===== config.mk =====
export PLATFORM = sky130hd
export DESIGN_NAME = ad_capture_ctrl
export DESIGN_NICKNAME = d
export VERILOG_FILES = /design/src/rtl/ad_pkg.sv /design/src/rtl/ad_trig_det.sv /design/src/rtl/ad_capture_ctrl.sv
export SDC_FILE = /design/constraint.sdc
export NUM_CORES = 1
export LEC_CHECK = 0
export ABC_AREA = 0
export BUFFER_PORTS_ARGS = -buffer_cell sky130_fd_sc_hd__buf_2
export CAP_MARGIN = 20
export CORE_ASPECT_RATIO = 0.8
export CORE_UTILIZATION = 50
export CTS_CLUSTER_SIZE = 12
export DETAILED_ROUTE_END_ITERATION = 8
export HOLD_SLACK_MARGIN = 0.06
export PLACE_DENSITY = 0.79
export REMOVE_ABC_BUFFERS = 1
export SLEW_MARGIN = 5
export SYNTH_ARGS = -nofsm -noshare
export SYNTH_HDL_FRONTEND = slang
export SYNTH_HIERARCHICAL = 1
export SYNTH_SLANG_ARGS = --single-unit

===== constraint.sdc =====
create_clock -name i_clk -period 4.6 [get_ports i_clk]
set_clock_uncertainty 0.2 [all_clocks]
set_input_delay 0.92 -clock i_clk [delete_from_list [all_inputs] [get_ports i_clk]]
set_output_delay 0.92 -clock i_clk [all_outputs]
set_load 0.05 [all_outputs]

===== src/rtl/ad_pkg.sv =====
// Shared definitions for the AD acquisition sequencer: default widths and
// the capture FSM state encoding.
package ad_pkg;

  localparam int DW_DEF    = 8;
  localparam int AW_DEF    = 10;
  localparam int DIV_W_DEF = 16;

  typedef enum logic [2:0] {
    ST_IDLE = 3'd0,
    ST_PRE  = 3'd1,
    ST_WAIT = 3'd2,
    ST_POST = 3'd3,
    ST_DONE = 3'd4
  } ad_state_e;

endpackage


===== src/rtl/ad_trig_det.sv =====
// Trigger detector: remembers the previous strobed sample and flags a rising
// or falling crossing of the threshold on the current strobe.
module ad_trig_det #(
  parameter int DW = 8
) (
  input  logic          i_clk,
  input  logic          i_rst,
  input  logic          i_clr,
  input  logic          i_strobe,
  input  logic [DW-1:0] i_sample,
  input  logic [DW-1:0] i_level,
  input  logic          i_edge,
  output logic          o_hit
);

  logic [DW-1:0] r_prev;
  logic          r_prev_valid;
  logic          w_rise;
  logic          w_fall;

  // Clearing invalidates the history so the first sample of a capture can
  // never form an edge with a sample left over from an earlier record.
  always_ff @(posedge i_clk) begin
    if (i_rst || i_clr) begin
      r_prev       <= '0;
      r_prev_valid <= 1'b0;
    end else if (i_strobe) begin
      r_prev       <= i_sample;
      r_prev_valid <= 1'b1;
    end
  end

  assign w_rise = (r_prev < i_level) && (i_sample >= i_level);
  assign w_fall = (r_prev >= i_level) && (i_sample < i_level);
  assign o_hit  = i_strobe && r_prev_valid && (i_edge ? w_fall : w_rise);

endmodule


===== src/rtl/ad_capture_ctrl.sv =====
// Acquisition sequencer: divides clk into a sample strobe, writes a
// pre-trigger + post-trigger record into a circular buffer, reports its base.
module ad_capture_ctrl
  import ad_pkg::*;
#(
  parameter int DW    = DW_DEF,
  parameter int AW    = AW_DEF,
  parameter int DIV_W = DIV_W_DEF
) (
  input  logic             i_clk,
  input  logic             i_rst,
  input  logic [DW-1:0]    i_ad_data,
  input  logic             i_start,
  input  logic             i_abort,
  input  logic             i_trig_en,
  input  logic             i_trig_edge,
  input  logic [DW-1:0]    i_trig_level,
  input  logic [DIV_W-1:0] i_div,
  input  logic [AW-1:0]    i_pre_len,
  output logic             o_wr_en,
  output logic [AW-1:0]    o_wr_addr,
  output logic [DW-1:0]    o_wr_data,
  output logic             o_busy,
  output logic             o_done,
  output logic [AW-1:0]    o_rec_base,
  output logic [2:0]       o_state
);

  ad_state_e        r_state, w_next;
  logic [DIV_W-1:0] r_div, r_div_cnt;
  logic [AW-1:0]    r_pre_len, r_ptr, r_trig_addr, r_wr_addr, r_rec_base;
  logic [DW-1:0]    r_level, r_wr_data;
  logic             r_trig_en, r_trig_edge, r_wr_en, r_done;
  logic [AW:0]      r_cnt;
  logic [AW:0]      w_post_total;
  logic             w_busy, w_start_ok, w_post_full, w_strobe, w_hit, w_trigger;

  assign w_busy       = (r_state == ST_PRE) || (r_state == ST_WAIT) || (r_state == ST_POST);
  assign w_start_ok   = i_start && !i_abort && ((r_state == ST_IDLE) || (r_state == ST_DONE));
  assign w_post_total = {1'b1, {AW{1'b0}}} - {1'b0, r_pre_len};
  // Once every post sample is captured, strobes stop while the last write drains.
  assign w_post_full  = (r_state == ST_POST) && (r_cnt == w_post_total);
  assign w_strobe     = w_busy && (r_div_cnt == r_div) && !w_post_full;
  assign w_trigger    = (r_state == ST_WAIT) && w_strobe && (!r_trig_en || w_hit);

  ad_trig_det #(.DW(DW)) u_trig_det (
    .i_clk    (i_clk),
    .i_rst    (i_rst),
    .i_clr    (w_start_ok || i_abort),
    .i_strobe (w_strobe),
    .i_sample (i_ad_data),
    .i_level  (r_level),
    .i_edge   (r_trig_edge),
    .o_hit    (w_hit)
  );

  always_ff @(posedge i_clk) begin
    if (i_rst) r_state <= ST_IDLE;
    else       r_state <= w_next;
  end

  always_comb begin
    w_next = r_state;
    if (i_abort) begin
      w_next = ST_IDLE;
    end else begin
      case (r_state)
        ST_IDLE, ST_DONE: if (w_start_ok) w_next = (i_pre_len == '0) ? ST_WAIT : ST_PRE;
        ST_PRE:  if (w_strobe && ((r_cnt + 1'b1) == {1'b0, r_pre_len})) w_next = ST_WAIT;
        ST_WAIT: if (w_trigger) w_next = ST_POST;
        ST_POST: if (w_post_full && r_wr_en) w_next = ST_DONE;
        default: w_next = ST_IDLE;
      endcase
    end
  end

  always_ff @(posedge i_clk) begin
    if (i_rst) begin
      r_div       <= '0;
      r_div_cnt   <= '0;
      r_pre_len   <= '0;
      r_ptr       <= '0;
      r_trig_addr <= '0;
      r_wr_addr   <= '0;
      r_rec_base  <= '0;
      r_level     <= '0;
      r_wr_data   <= '0;
      r_trig_en   <= 1'b0;
      r_trig_edge <= 1'b0;
      r_wr_en     <= 1'b0;
      r_done      <= 1'b0;
      r_cnt       <= '0;
    end else begin
      r_wr_en <= w_strobe && !i_abort;
      if (w_busy) r_div_cnt <= (r_div_cnt == r_div) ? '0 : r_div_cnt + 1'b1;
      if (w_strobe) begin
        r_wr_data <= i_ad_data;
        r_wr_addr <= r_ptr;
        r_ptr     <= r_ptr + 1'b1;
      end
      // PRE counts pre samples; the trigger sample is the first post sample.
      if (w_trigger) begin
        r_cnt       <= {{AW{1'b0}}, 1'b1};
        r_trig_addr <= r_ptr;
      end else if (w_strobe && (r_state != ST_WAIT)) begin
        r_cnt <= r_cnt + 1'b1;
      end
      if ((r_state == ST_POST) && (w_next == ST_DONE)) begin
        r_rec_base <= r_trig_addr - r_pre_len;
        r_done     <= 1'b1;
      end
      if (i_abort) r_done <= 1'b0;
      if (w_start_ok) begin
        r_trig_en   <= i_trig_en;
        r_trig_edge <= i_trig_edge;
        r_level     <= i_trig_level;
        r_div       <= i_div;
        r_pre_len   <= i_pre_len;
        r_done      <= 1'b0;
        r_ptr       <= '0;
        r_wr_addr   <= '0;
        r_div_cnt   <= '0;
        r_cnt       <= '0;
      end
    end
  end

  assign o_wr_en    = r_wr_en;
  assign o_wr_addr  = r_wr_addr;
  assign o_wr_data  = r_wr_data;
  assign o_busy     = w_busy;
  assign o_done     = r_done;
  assign o_rec_base = r_rec_base;
  assign o_state    = r_state;

endmodule


# Yosys cells after proc, flatten, opt, wreduce, memory -nomap -nowiden
# Index checks and enable logic that the tools add are counted.
# word_totals
register_bits,125
input_bits,48
out_inout_bits,34
wordCells,79
# classes
addsub,5
n_lt_le_gt_ge,4
eq_ne,9
n_mux,11
n_reduce_logical,32
# op_table
op,count
"16-bit by 1-bit adder with 16-bit output, second input constant",1
16-bit == test,1
8-bit greater-or-equal comparator,2
1-bit logical AND,16
8-bit < comparator,2
16-bit two-way mux,1
3-bit two-way mux,5
3-bit one-hot mux with 4 select lines,1
"11-bit by 1-bit adder with 11-bit output, second input constant",1
11-bit by 10-bit == test with 1-bit output,1
11-bit == test,1
"11-bit by 10-bit subtractor with 11-bit output, first input constant",1
"10-bit by 1-bit adder with 10-bit output, second input constant",1
10-bit logical NOT,1
10-bit subtractor,1
"3-bit by 2-bit == test with 1-bit output, second input constant",2
"3-bit == test, second input constant",2
1-bit logical OR,6
3-bit OR reduction,2
2-bit OR reduction,2
"3-bit by 1-bit == test with 1-bit output, second input constant",1
1-bit logical NOT,3
3-bit logical NOT,1
1-bit two-way mux,3
3 further kinds,3

# Logic depth before layout (Yosys ltp)
# Gate-level depths: netlist (run 1).
# depth
depth_word,14
depth_mapped,18
depth_no_buf,14

# Modules after synthesis
# Netlist (run 1), hierarchy kept.
# by_module_without_submodules
module,n_inst,cells_each,area_each_um2,seq_area_each_um2
ad_capture_ctrl,1,687,5651.7,2322.2
ad_trig_det,1,81,710.7,180.2

# Worst setup path after synthesis (run 1)
# No wires, ideal clock.
# synth_timing
path_type,register to register
from,register r_pre_len[1]
to,register r_trig_addr[0]
setup_time_ps,128
arrival_time_ps,3476
required_ps,4272
slack_ps,796
stages_incl_launch_ff,19
path_buffers,4
period_less_slack_ps,3804
cell_sequence,dfxtp_1 -> clkbuf_1 -> inv_1 -> ha_1 -> or4b_2 -> o22ai_1 -> o21ai_0 -> a21oi_1 -> nor4_1 -> nor2_1 -> clkbuf_1 -> nand2_1 -> a21oi_1 -> o21ai_0 -> or2_1 -> buf_2 -> buf_6 -> mux2i_1 -> nor2_1
# synth_between
elab_chain_len,9
word_cells_on_any_way,10
classes_between,add/sub (1); eq/ne (1); reduce/logical (8)
# synth_rtl
item,line,text
from (decl),ad_capture_ctrl.sv:31,"logic [AW-1:0] r_pre_len, r_ptr, r_trig_addr, r_wr_addr, r_rec_base;"
from (signal assigned),ad_capture_ctrl.sv:118,r_pre_len <= i_pre_len;
11-bit by 10-bit subtractor with 11-bit output,ad_capture_ctrl.sv:40,"assign w_post_total = {1'b1, {AW{1'b0}}} - {1'b0, r_pre_len};"
11-bit == test,ad_capture_ctrl.sv:42,assign w_post_full = (r_state == ST_POST) && (r_cnt == w_post_total);
1-bit logical AND,ad_capture_ctrl.sv:42,
1-bit logical NOT,ad_capture_ctrl.sv:43,assign w_strobe = w_busy && (r_div_cnt == r_div) && !w_post_full;
1-bit logical AND,ad_capture_ctrl.sv:43,
named net w_strobe,ad_capture_ctrl.sv:36,"logic w_busy, w_start_ok, w_post_full, w_strobe, w_hit, w_trigger;"
1-bit logical AND (2 in a row),ad_trig_det.sv:35,assign o_hit = i_strobe && r_prev_valid && (i_edge ? w_fall : w_rise);
named net w_hit,ad_capture_ctrl.sv:36,
1-bit logical OR,ad_capture_ctrl.sv:44,assign w_trigger = (r_state == ST_WAIT) && w_strobe && (!r_trig_en || w_hit);
1-bit logical AND,ad_capture_ctrl.sv:44,
to (signal assigned),ad_capture_ctrl.sv:104,r_trig_addr <= r_ptr;
to (decl),ad_capture_ctrl.sv:31,
# The timed path passes the listed nets, and every way through them passes these cells.
# A chain may end at the register's enable or synchronous reset.

# Worst setup path after layout (run 1)
# layout_timing
from,register r_pre_len[1]
to,"register r_state[0], in the netlist o_state[0]"
# layout_between
elab_chain_len,12
word_cells_on_any_way,18
classes_between,add/sub (1); eq/ne (2); mux (5); reduce/logical (10)
# layout_rtl
item,line,text
11-bit by 10-bit subtractor with 11-bit output,ad_capture_ctrl.sv:40,
11-bit == test,ad_capture_ctrl.sv:42,
1-bit logical AND,ad_capture_ctrl.sv:42,
1-bit logical NOT,ad_capture_ctrl.sv:43,
1-bit logical AND,ad_capture_ctrl.sv:43,
named net w_strobe,ad_capture_ctrl.sv:36,
1-bit logical AND (2 in a row),ad_trig_det.sv:35,
named net w_hit,ad_capture_ctrl.sv:36,
1-bit logical OR,ad_capture_ctrl.sv:44,
1-bit logical AND,ad_capture_ctrl.sv:44,
3-bit two-way mux,ad_capture_ctrl.sv:70,ST_WAIT: if (w_trigger) w_next = ST_POST;
3-bit one-hot mux with 4 select lines,ad_capture_ctrl.sv:67,case (r_state)
3-bit two-way mux,ad_capture_ctrl.sv:64,if (i_abort) begin
to (signal assigned),ad_capture_ctrl.sv:59,else r_state <= w_next;
to (decl),ad_capture_ctrl.sv:29,"ad_state_e r_state, w_next;"
# The timed path passes the listed nets, and every way through them passes these cells.

==> results.json, run 1 <==
{
  "status": "finished clean",
  "timing.rr.start": "r_pre_len[1]$_SDFFE_PP0P_",
  "setup-violations-final": 0,
  "sequential_cell_area_fraction_in_the_yosys_report": 0.393,
  "rows": 36,
  "number_of_distinct_library_cells_after_synthesis": 62,
  "ant_nets": 0,
  "critical_path_class": "reg2reg",
  "aggregate_negative_setup_slack_ns": 0,
  "max_slew_margin": 0.459,
  "cts.root.buffer_cell": "sky130_fd_sc_hd__clkbuf_16",
  "max_cap_viol_count": 0,
  "hold_path_class": "reg2reg",
  "cell_type_contributing_the_most_total_cell_area_after_synthesis": "sky130_fd_sc_hd__dfxtp_1",
  "clock_tree.buffer_depth": 2,
  "post_synth_edffs": 0,
  "async_reset_ff_frac": 0,
  "fill_cells": 1076,
  "wire_per_inst_um": 14.4,
  "drive_above_1_share": 0.157,
  "timing_hold_violations_final": 0,
  "mappedNetlistArea_um2": 6360,
  "cp_slowest_stage_delay_ns": 0.65,
  "cts_tree": "yes",
  "timing.critical_path.from": "r_pre_len[1]$_SDFFE_PP0P_",
  "clkLatencyLatePin_ns": 0.42,
  "postSynthCellCount": 768,
  "gpl.final_weighted_congestion": 0.885,
  "start_util": 0.517,
  "slew_violations": 0,
  "worstReg2RegEnd": "o_state[0]$_SDFF_PP0_",
  "synth_area_leaders": "sky130_fd_sc_hd__dfxtp_1 (39%), sky130_fd_sc_hd__mux2i_1 (6.6%), sky130_fd_sc_hd__nor2_1 (6.4%), sky130_fd_sc_hd__nand2_1 (6.0%), sky130_fd_sc_hd__xnor2_1 (5.8%)",
  "grt_antenna_before_repair": 0,
  "number_of_design_rule_violations_left_after_detail_routing": 0,
  "syn_area_per_cell_um2": 8.28,
  "crit_path_max_fanout": 12,
  "first_drt_pass_iteration_count": 5,
  "clock-sinks": 125,
  "power.static_leakage_nw": 3.06,
  "worst-path-buf-inv": 1,
  "die-height_um": 103,
  "tightestPinTransition_ns": 0.811,
  "top_level_ports": 82,
  "yosys-top-cells-count": "sky130_fd_sc_hd__dfxtp_1 (125), sky130_fd_sc_hd__nor2_1 (109), sky130_fd_sc_hd__nand2_1 (102)",
  "cp_data_required_time_ns": 4.67,
  "route.vias.total": 5447,
  "power.ir.vdd_worst_uv": 310,
  "post_cts_buffers": 0,
  "timing.critical_path.slowest_stage_cell": "sky130_fd_sc_hd__or4b_2",
  "average_vias_per_placed_instance": 5.36,
  "resized_after_cts": 0,
  "cts.hold.buffers_added": 0,
  "fin_nets": 911,
  "worstHoldEndpoint": "r_level[3]$_SDFFE_PP0P_",
  "core_area_um2": 12300,
  "synth_largest_type_area_fraction": 0.393,
  "fin_worst_hold_slack_ns": 0.253,
  "grt.total_usage": 0.240,
  "sequential_area_um2": 2500,
  "final_clock_period_utilization_by_the_worst_path": 0.891,
  "ys_dominant_reg_cell": "sky130_fd_sc_hd__dfxtp_1",
  "finalPower_mw": 2.68,
  "yosys_warnings": 6,
  "worst_path_cell_chain": "inv_1 > ha_1 > or4b_2 > nor3_1 > xnor2_1 > nand3_1 > nor4_1 > nor2_1 > nand2_1 > a21oi_1 > o21ai_0 > or2_1 > a21boi_0 > a311oi_1",
  "die_area_um2": 13200,
  "first_global_vias": 5063,
  "multiInputGateArea_um2": 3580,
  "min_from": "r_level[3]$_SDFFE_PP0P_",
  "dieWidth_um": 128,
  "achievable_frequency_ghz": 0.244,
  "first_pass_grt_wire_length_mm": 24.6,
  "portBuffers": 81,
  "hold-path-cell-count": 2,
  "period_minus_slack_ns": 4.10,
  "power-per-cell-area_nw_per_um2": 360,
  "timing.critical_path.from_type": "register",
  "clk_pin_slew_worst_paths_ns": 0.06,
  "r2r_cells": 14,
  "grt_setup_unrepaired": "no",
  "detailed_place_hpwl_mm": 10.1,
  "synth.ff_latch_count": 125,
  "reg2reg_slack_ns": 0.50,
  "detail_route.iter0.violations": 260,
  "grt_start_max_net_pins": 46,
  "cts-buffers-inserted": 17,
  "critical-path-top-delay-family": "simple AND/OR/NAND/NOR gates",
  "flow.area_growth_from_synthesis_pct": 17.0,
  "diodes": 0,
  "worst_setup_path_end_kind": "register",
  "detail_route.wirelength_mm": 14.7,
  "crit_arrival_ns": 4.17,
  "global_route.overflow_total": 0,
  "htree_levels": 4,
  "yosysMostFrequentCell": "sky130_fd_sc_hd__dfxtp_1"
}
metal layers:
| layer | vias to the layer above | part of all wire | global-route usage |
|---|---|---|---|
| li1 | 2758 | - | - |
| met1 | 2516 | 0.49 | 0.332 |
| met2 | 155 | 0.44 | 0.370 |
| met3 | 18 | 0.051 | 0.0535 |
| met4 | 0 | 0.016 | 0.0824 |
| met5 | - | 0 | 0 |
power breakdown:
part | internal, mW | switching [mW] | leakage [nW]
clock network | 0.805 | 0.529 | 0.282
registers | 1.10 | 0.0182 | 1.01
logic | 0.0902 | 0.136 | 1.77
total | 1.99 | 0.683 | 3.06
logic make-up after synthesis:
kind of cell / count (synthesis) / share of synthesized area
AND/OR/NAND/NOR: 322 / 0.233
XOR/XNOR: 69 / 0.0950
flip-flops: 125 / 0.393
adder cells (fa/ha/maj): 30 / 0.0602
buffers and inverters: 69 / 0.0439
AO/OA/AOI/OAI: 110 / 0.107
multiplexers: 43 / 0.0678
how the worst max path moves through the flow:
stage | endpoint | slack, ns | cells after the start
after floorplan | o_state[0]$_SDFF_PP0_ | 0.33 | 10
after global placement | o_state[0]$_SDFF_PP0_ | 0.73 | 14
after detailed placement | o_state[0]$_SDFF_PP0_ | 0.61 | 14
after CTS | o_state[0]$_SDFF_PP0_ | 0.56 | 14
after global routing | o_state[0]$_SDFF_PP0_ | 0.22 | 14
final | o_state[0]$_SDFF_PP0_ | 0.50 | 14
worst min-delay path, stage by stage, from the launching register on:
cell                      delay (ns)
sky130_fd_sc_hd__dfxtp_1        0.31
sky130_fd_sc_hd__nand2_1        0.05
sky130_fd_sc_hd__a21oi_1        0.05
layout by cell type (no fill, tap or decap), types with 3 or more instances in the layout:
cell / netlist / routed
sky130_fd_sc_hd__a31oi_1: 3 / 3
sky130_fd_sc_hd__buf_2: 7 / 81
sky130_fd_sc_hd__or2_2: 4 / 4
sky130_fd_sc_hd__a211oi_1: 5 / 5
sky130_fd_sc_hd__inv_6: 0 / 4
sky130_fd_sc_hd__clkbuf_16: 0 / 17
sky130_fd_sc_hd__a21oi_1: 58 / 58
sky130_fd_sc_hd__nand4_1: 13 / 13
sky130_fd_sc_hd__inv_1: 28 / 28
sky130_fd_sc_hd__ha_1: 29 / 29
sky130_fd_sc_hd__clkinv_2: 0 / 3
sky130_fd_sc_hd__dfxtp_1: 125 / 125
sky130_fd_sc_hd__nand2b_1: 5 / 5
sky130_fd_sc_hd__a211o_1: 3 / 3
sky130_fd_sc_hd__buf_4: 1 / 6
sky130_fd_sc_hd__nor2_1: 109 / 108
sky130_fd_sc_hd__nor2b_1: 9 / 9
sky130_fd_sc_hd__xor2_1: 27 / 27
sky130_fd_sc_hd__or3_1: 6 / 6
sky130_fd_sc_hd__mux2i_1: 42 / 42
sky130_fd_sc_hd__and3_1: 6 / 6
sky130_fd_sc_hd__o21ai_0: 16 / 16
sky130_fd_sc_hd__clkinvlp_4: 0 / 3
sky130_fd_sc_hd__nand2_1: 102 / 102
sky130_fd_sc_hd__xnor2_1: 42 / 42
sky130_fd_sc_hd__or4_1: 4 / 4
sky130_fd_sc_hd__nor4_1: 16 / 16
sky130_fd_sc_hd__nor3_1: 21 / 21
sky130_fd_sc_hd__a21boi_0: 3 / 3
sky130_fd_sc_hd__nand3_1: 12 / 12
state kept, by name, indices dropped and copies added (netlist names):
signal / cells
r_level: 8
r_pre_len: 10
u_trig_det/r_prev_valid: 1
r_cnt: 11
o_wr_en: 1
r_trig_edge: 1
r_trig_en: 1
o_wr_data: 8
r_div_cnt: 16
r_ptr: 10
o_done: 1
o_rec_base: 10
r_div: 16
o_state: 3
r_trig_addr: 10
o_wr_addr: 10
u_trig_det/r_prev: 8
through the flow:
step / instance area, um2 / utilization / cells / setup WS (ns)
CTS: 7440 / 0.605 / 1017 / 0.561
global route: 7440 / 0.605 / 1017 / 0.221
floorplan: 6190 / - / 727 / 0.333
finish: 7440 / 0.605 / 1017 / 0.502
global placement: 6860 / 0.557 / 985 / 0.728
detailed placement: 6860 / 0.557 / 985 / 0.605
area by class of cell:
cell class,count,share of cell area
inverter,28,0.0141
clock buffer,17,0.0572
tap,171,0.0287
sequential,125,0.336
timing repair buffer,87,0.0605
clock inverter,15,0.0217
multi-input combinational,574,0.482
Power figures use the tool's default switching activity.
==> run 2: changes to the inputs <==
--- a/config.mk
+++ b/config.mk
@@ -13,10 +13,9 @@
 export CTS_CLUSTER_SIZE = 12
 export DETAILED_ROUTE_END_ITERATION = 8
 export HOLD_SLACK_MARGIN = 0.06
-export PLACE_DENSITY = 0.79
+export PLACE_DENSITY = 0.78
 export REMOVE_ABC_BUFFERS = 1
 export SLEW_MARGIN = 5
 export SYNTH_ARGS = -nofsm -noshare
 export SYNTH_HDL_FRONTEND = slang
-export SYNTH_HIERARCHICAL = 1
 export SYNTH_SLANG_ARGS = --single-unit
==> results.json, run 2 <==
{
  "status": "finished clean",
  "final_clock_period_utilization_by_the_worst_path": 0.845,
  "max_slew_margin": 0.445,
  "detailed_place_hpwl_mm": 10.7,
  "diodes": 0,
  "crit_path_max_fanout": 13,
  "clk_pin_slew_worst_paths_ns": 0.06,
  "timing.critical_path.from": "r_pre_len[1]$_SDFFE_PP0P_",
  "first_global_vias": 5153,
  "cts.hold.buffers_added": 0,
  "fin_cells": 1039,
  "reg2reg_slack_ns": 0.71,
  "grt.total_usage": 0.244,
  "die-height_um": 103,
  "sequential_cell_area_fraction_in_the_yosys_report": 0.390,
  "cts_tree": "yes",
  "cts.root.buffer_cell": "sky130_fd_sc_hd__clkbuf_16",
  "achievable_frequency_ghz": 0.257,
  "p_sw_frac": 0.247,
  "layout.cells.most_common": "sky130_fd_sc_hd__nand2_1",
  "grt_start_max_net_pins": 70,
  "synth_area_leaders": "sky130_fd_sc_hd__dfxtp_1 (39%), sky130_fd_sc_hd__nand2_1 (9.3%), sky130_fd_sc_hd__a21oi_1 (6.6%), sky130_fd_sc_hd__xnor2_1 (6.4%), sky130_fd_sc_hd__ha_1 (5.7%)",
  "flow.area_growth_from_synthesis_pct": 16.8,
  "period_minus_slack_ns": 3.89,
  "mappedNetlistArea_um2": 6410,
  "timing_hold_violations_final": 0,
  "crit_arrival_ns": 3.96,
  "start_util": 0.520,
  "slew_violations": 0,
  "detail_route.wirelength_mm": 15.5,
  "post_synth_edffs": 0,
  "gpl.final_weighted_congestion": 0.895,
  "ant_nets": 0,
  "portBuffers": 81,
  "hold_path_class": "reg2reg",
  "power-per-cell-area_nw_per_um2": 363,
  "r2r_cells": 10,
  "dpl_worst_slack_ns": 0.746,
  "fin_worst_hold_slack_ns": 0.247,
  "placed_cells": 1009,
  "clock_tree.buffer_depth": 2,
  "die_area_um2": 13300,
  "final.setup.worst_slack_ns": 0.712,
  "global_route.overflow_total": 0,
  "htree_levels": 4,
  "synth_largest_type_area_fraction": 0.390,
  "net_switching_power_mw": 0.673,
  "rows": 36,
  "power.static_leakage_nw": 2.93,
  "critical_path_class": "reg2reg",
  "number_of_distinct_library_cells_after_synthesis": 58,
  "fin_nets": 935,
  "resized_after_cts": 0,
  "syn_area_per_cell_um2": 8.11,
  "setup-violations-final": 0,
  "grt_setup_unrepaired": "no",
  "top_regs": "r_div x16, r_div_cnt x16, r_cnt x11",
  "wire_per_inst_um": 14.9,
  "cell_type_contributing_the_most_total_cell_area_after_synthesis": "sky130_fd_sc_hd__dfxtp_1",
  "grt_antenna_before_repair": 1,
  "most_frequent_cells_in_the_layout": "sky130_fd_sc_hd__nand2_1 (159), sky130_fd_sc_hd__dfxtp_1 (125), sky130_fd_sc_hd__a21oi_1 (84)",
  "timing.critical_path.from_type": "register",
  "average_vias_per_placed_instance": 5.43,
  "finalPower_mw": 2.72,
  "comb_power_frac": 0.100,
  "worst_setup_path_end_kind": "register",
  "core_area_um2": 12300,
  "yosys-top-cells-count": "sky130_fd_sc_hd__nand2_1 (159), sky130_fd_sc_hd__dfxtp_1 (125), sky130_fd_sc_hd__a21oi_1 (84)",
  "detail_route.iter0.violations": 470,
  "post_cts_buffers": 0,
  "yosysMostFrequentCell": "sky130_fd_sc_hd__nand2_1",
  "drive_above_1_share": 0.158,
  "clkLatencyLatePin_ns": 0.41,
  "timing.rr.start": "r_pre_len[1]$_SDFFE_PP0P_",
  "power.share.clock": 0.487,
  "async_reset_ff_frac": 0,
  "yosys_warnings": 0,
  "postSynthCellCount": 791,
  "cell_internal_pwr_mw": 2.05,
  "cts-buffers-inserted": 17,
  "dieWidth_um": 129,
  "max_cap_viol_count": 0,
  "number_of_design_rule_violations_left_after_detail_routing": 0,
  "worstReg2RegEnd": "o_rec_base[2]$_SDFFE_PP0P_",
  "top_level_ports": 82,
  "p_seq_frac": 0.413,
  "first_drt_pass_iteration_count": 5,
  "power.ir.vdd_worst_uv": 297,
  "aggregate_negative_setup_slack_ns": 0,
  "synth.ff_latch_count": 125,
  "ys_dominant_reg_cell": "sky130_fd_sc_hd__dfxtp_1",
  "tightestPinTransition_ns": 0.832,
  "clock-sinks": 125,
  "cp_data_required_time_ns": 4.67,
  "first_pass_grt_wire_length_mm": 25.0,
  "setup.worst_path.end": "o_rec_base[2]$_SDFFE_PP0P_",
  "route.vias.total": 5641
}
[run 2: critical path: stages, from the launching register on]
cell                      delay, ns
sky130_fd_sc_hd__dfxtp_1       0.51
sky130_fd_sc_hd__inv_1         0.11
sky130_fd_sc_hd__ha_1          0.25
sky130_fd_sc_hd__nor2b_1       0.16
sky130_fd_sc_hd__o21a_1        0.21
sky130_fd_sc_hd__o31a_1        0.22
sky130_fd_sc_hd__or4_1         0.58
sky130_fd_sc_hd__nor4_2        0.42
sky130_fd_sc_hd__and3b_1       0.75
sky130_fd_sc_hd__mux2i_1       0.26
sky130_fd_sc_hd__nor2_1        0.06
[run 2: layer usage]
layer	GRT usage	vias to the layer above	wire [um]
li1	-	2842	-
met1	0.328	2569	7570
met2	0.384	200	6730
met3	0.0566	28	962
met4	0.0923	2	192
met5	0	-	13
[run 2: cell families (layout without fill, tap and decap cells)]
group	after synthesis	after routing	share of synthesized area
DFF	125	125	0.390
AOI/OAI and AO/OA	134	134	0.128
and+or+nand+nor	343	343	0.249
muxes	24	24	0.0374
buffers and inverters	69	146	0.0460
adders and majority gates	30	30	0.0597
xor gates and xnor gates	66	66	0.0901
[run 2: how the worst min path moves through the flow]
| stage | slack (ns) | startpoint | depth (start not counted) | endpoint |
|---|---|---|---|---|
| finish | 0.25 | o_wr_addr[9]$_SDFFE_PP0N_ | 2 | o_wr_addr[9]$_SDFFE_PP0N_ |
| detailed placement | 0.24 | o_wr_addr[9]$_SDFFE_PP0N_ | 2 | o_wr_addr[9]$_SDFFE_PP0N_ |
| floorplan | 0.23 | r_level[1]$_SDFFE_PP0P_ | 2 | r_level[1]$_SDFFE_PP0P_ |
| global placement | 0.24 | o_wr_data[1]$_SDFFE_PP0N_ | 2 | o_wr_data[1]$_SDFFE_PP0N_ |
| global route | 0.27 | o_wr_addr[4]$_SDFFE_PP0N_ | 2 | o_wr_addr[4]$_SDFFE_PP0N_ |
| CTS | 0.25 | o_wr_addr[9]$_SDFFE_PP0N_ | 2 | o_wr_addr[9]$_SDFFE_PP0N_ |
[run 2: metrics by stage]
step                instance area [um2]   util
CTS                                7490  0.607
finish                             7490  0.607
detailed placement                 6910  0.560
global route                       7490  0.607
global placement                   6910  0.560
floorplan                          6220      -
[run 2: area by class of cell]
cell class	count	area (um2)
fillers	1084	4850
repair buffers	89	465
inverters	27	101
clock buffers	22	474
flip-flops and latches	125	2500
multi-input cells	597	3630
clock inverters	8	109
well taps	171	214
[run 2: power groups by stage]
stage | Clock [mW] | Sequential [mW] | Combinational (mW)
after CTS | 1.34 | 1.12 | 0.270
final | 1.32 | 1.13 | 0.272
after global placement | 0 | 1.15 | 0.264
after detailed placement | 0 | 1.15 | 0.267
after global routing | 1.40 | 1.13 | 0.301
after floorplan | 0 | 1.15 | 0.174
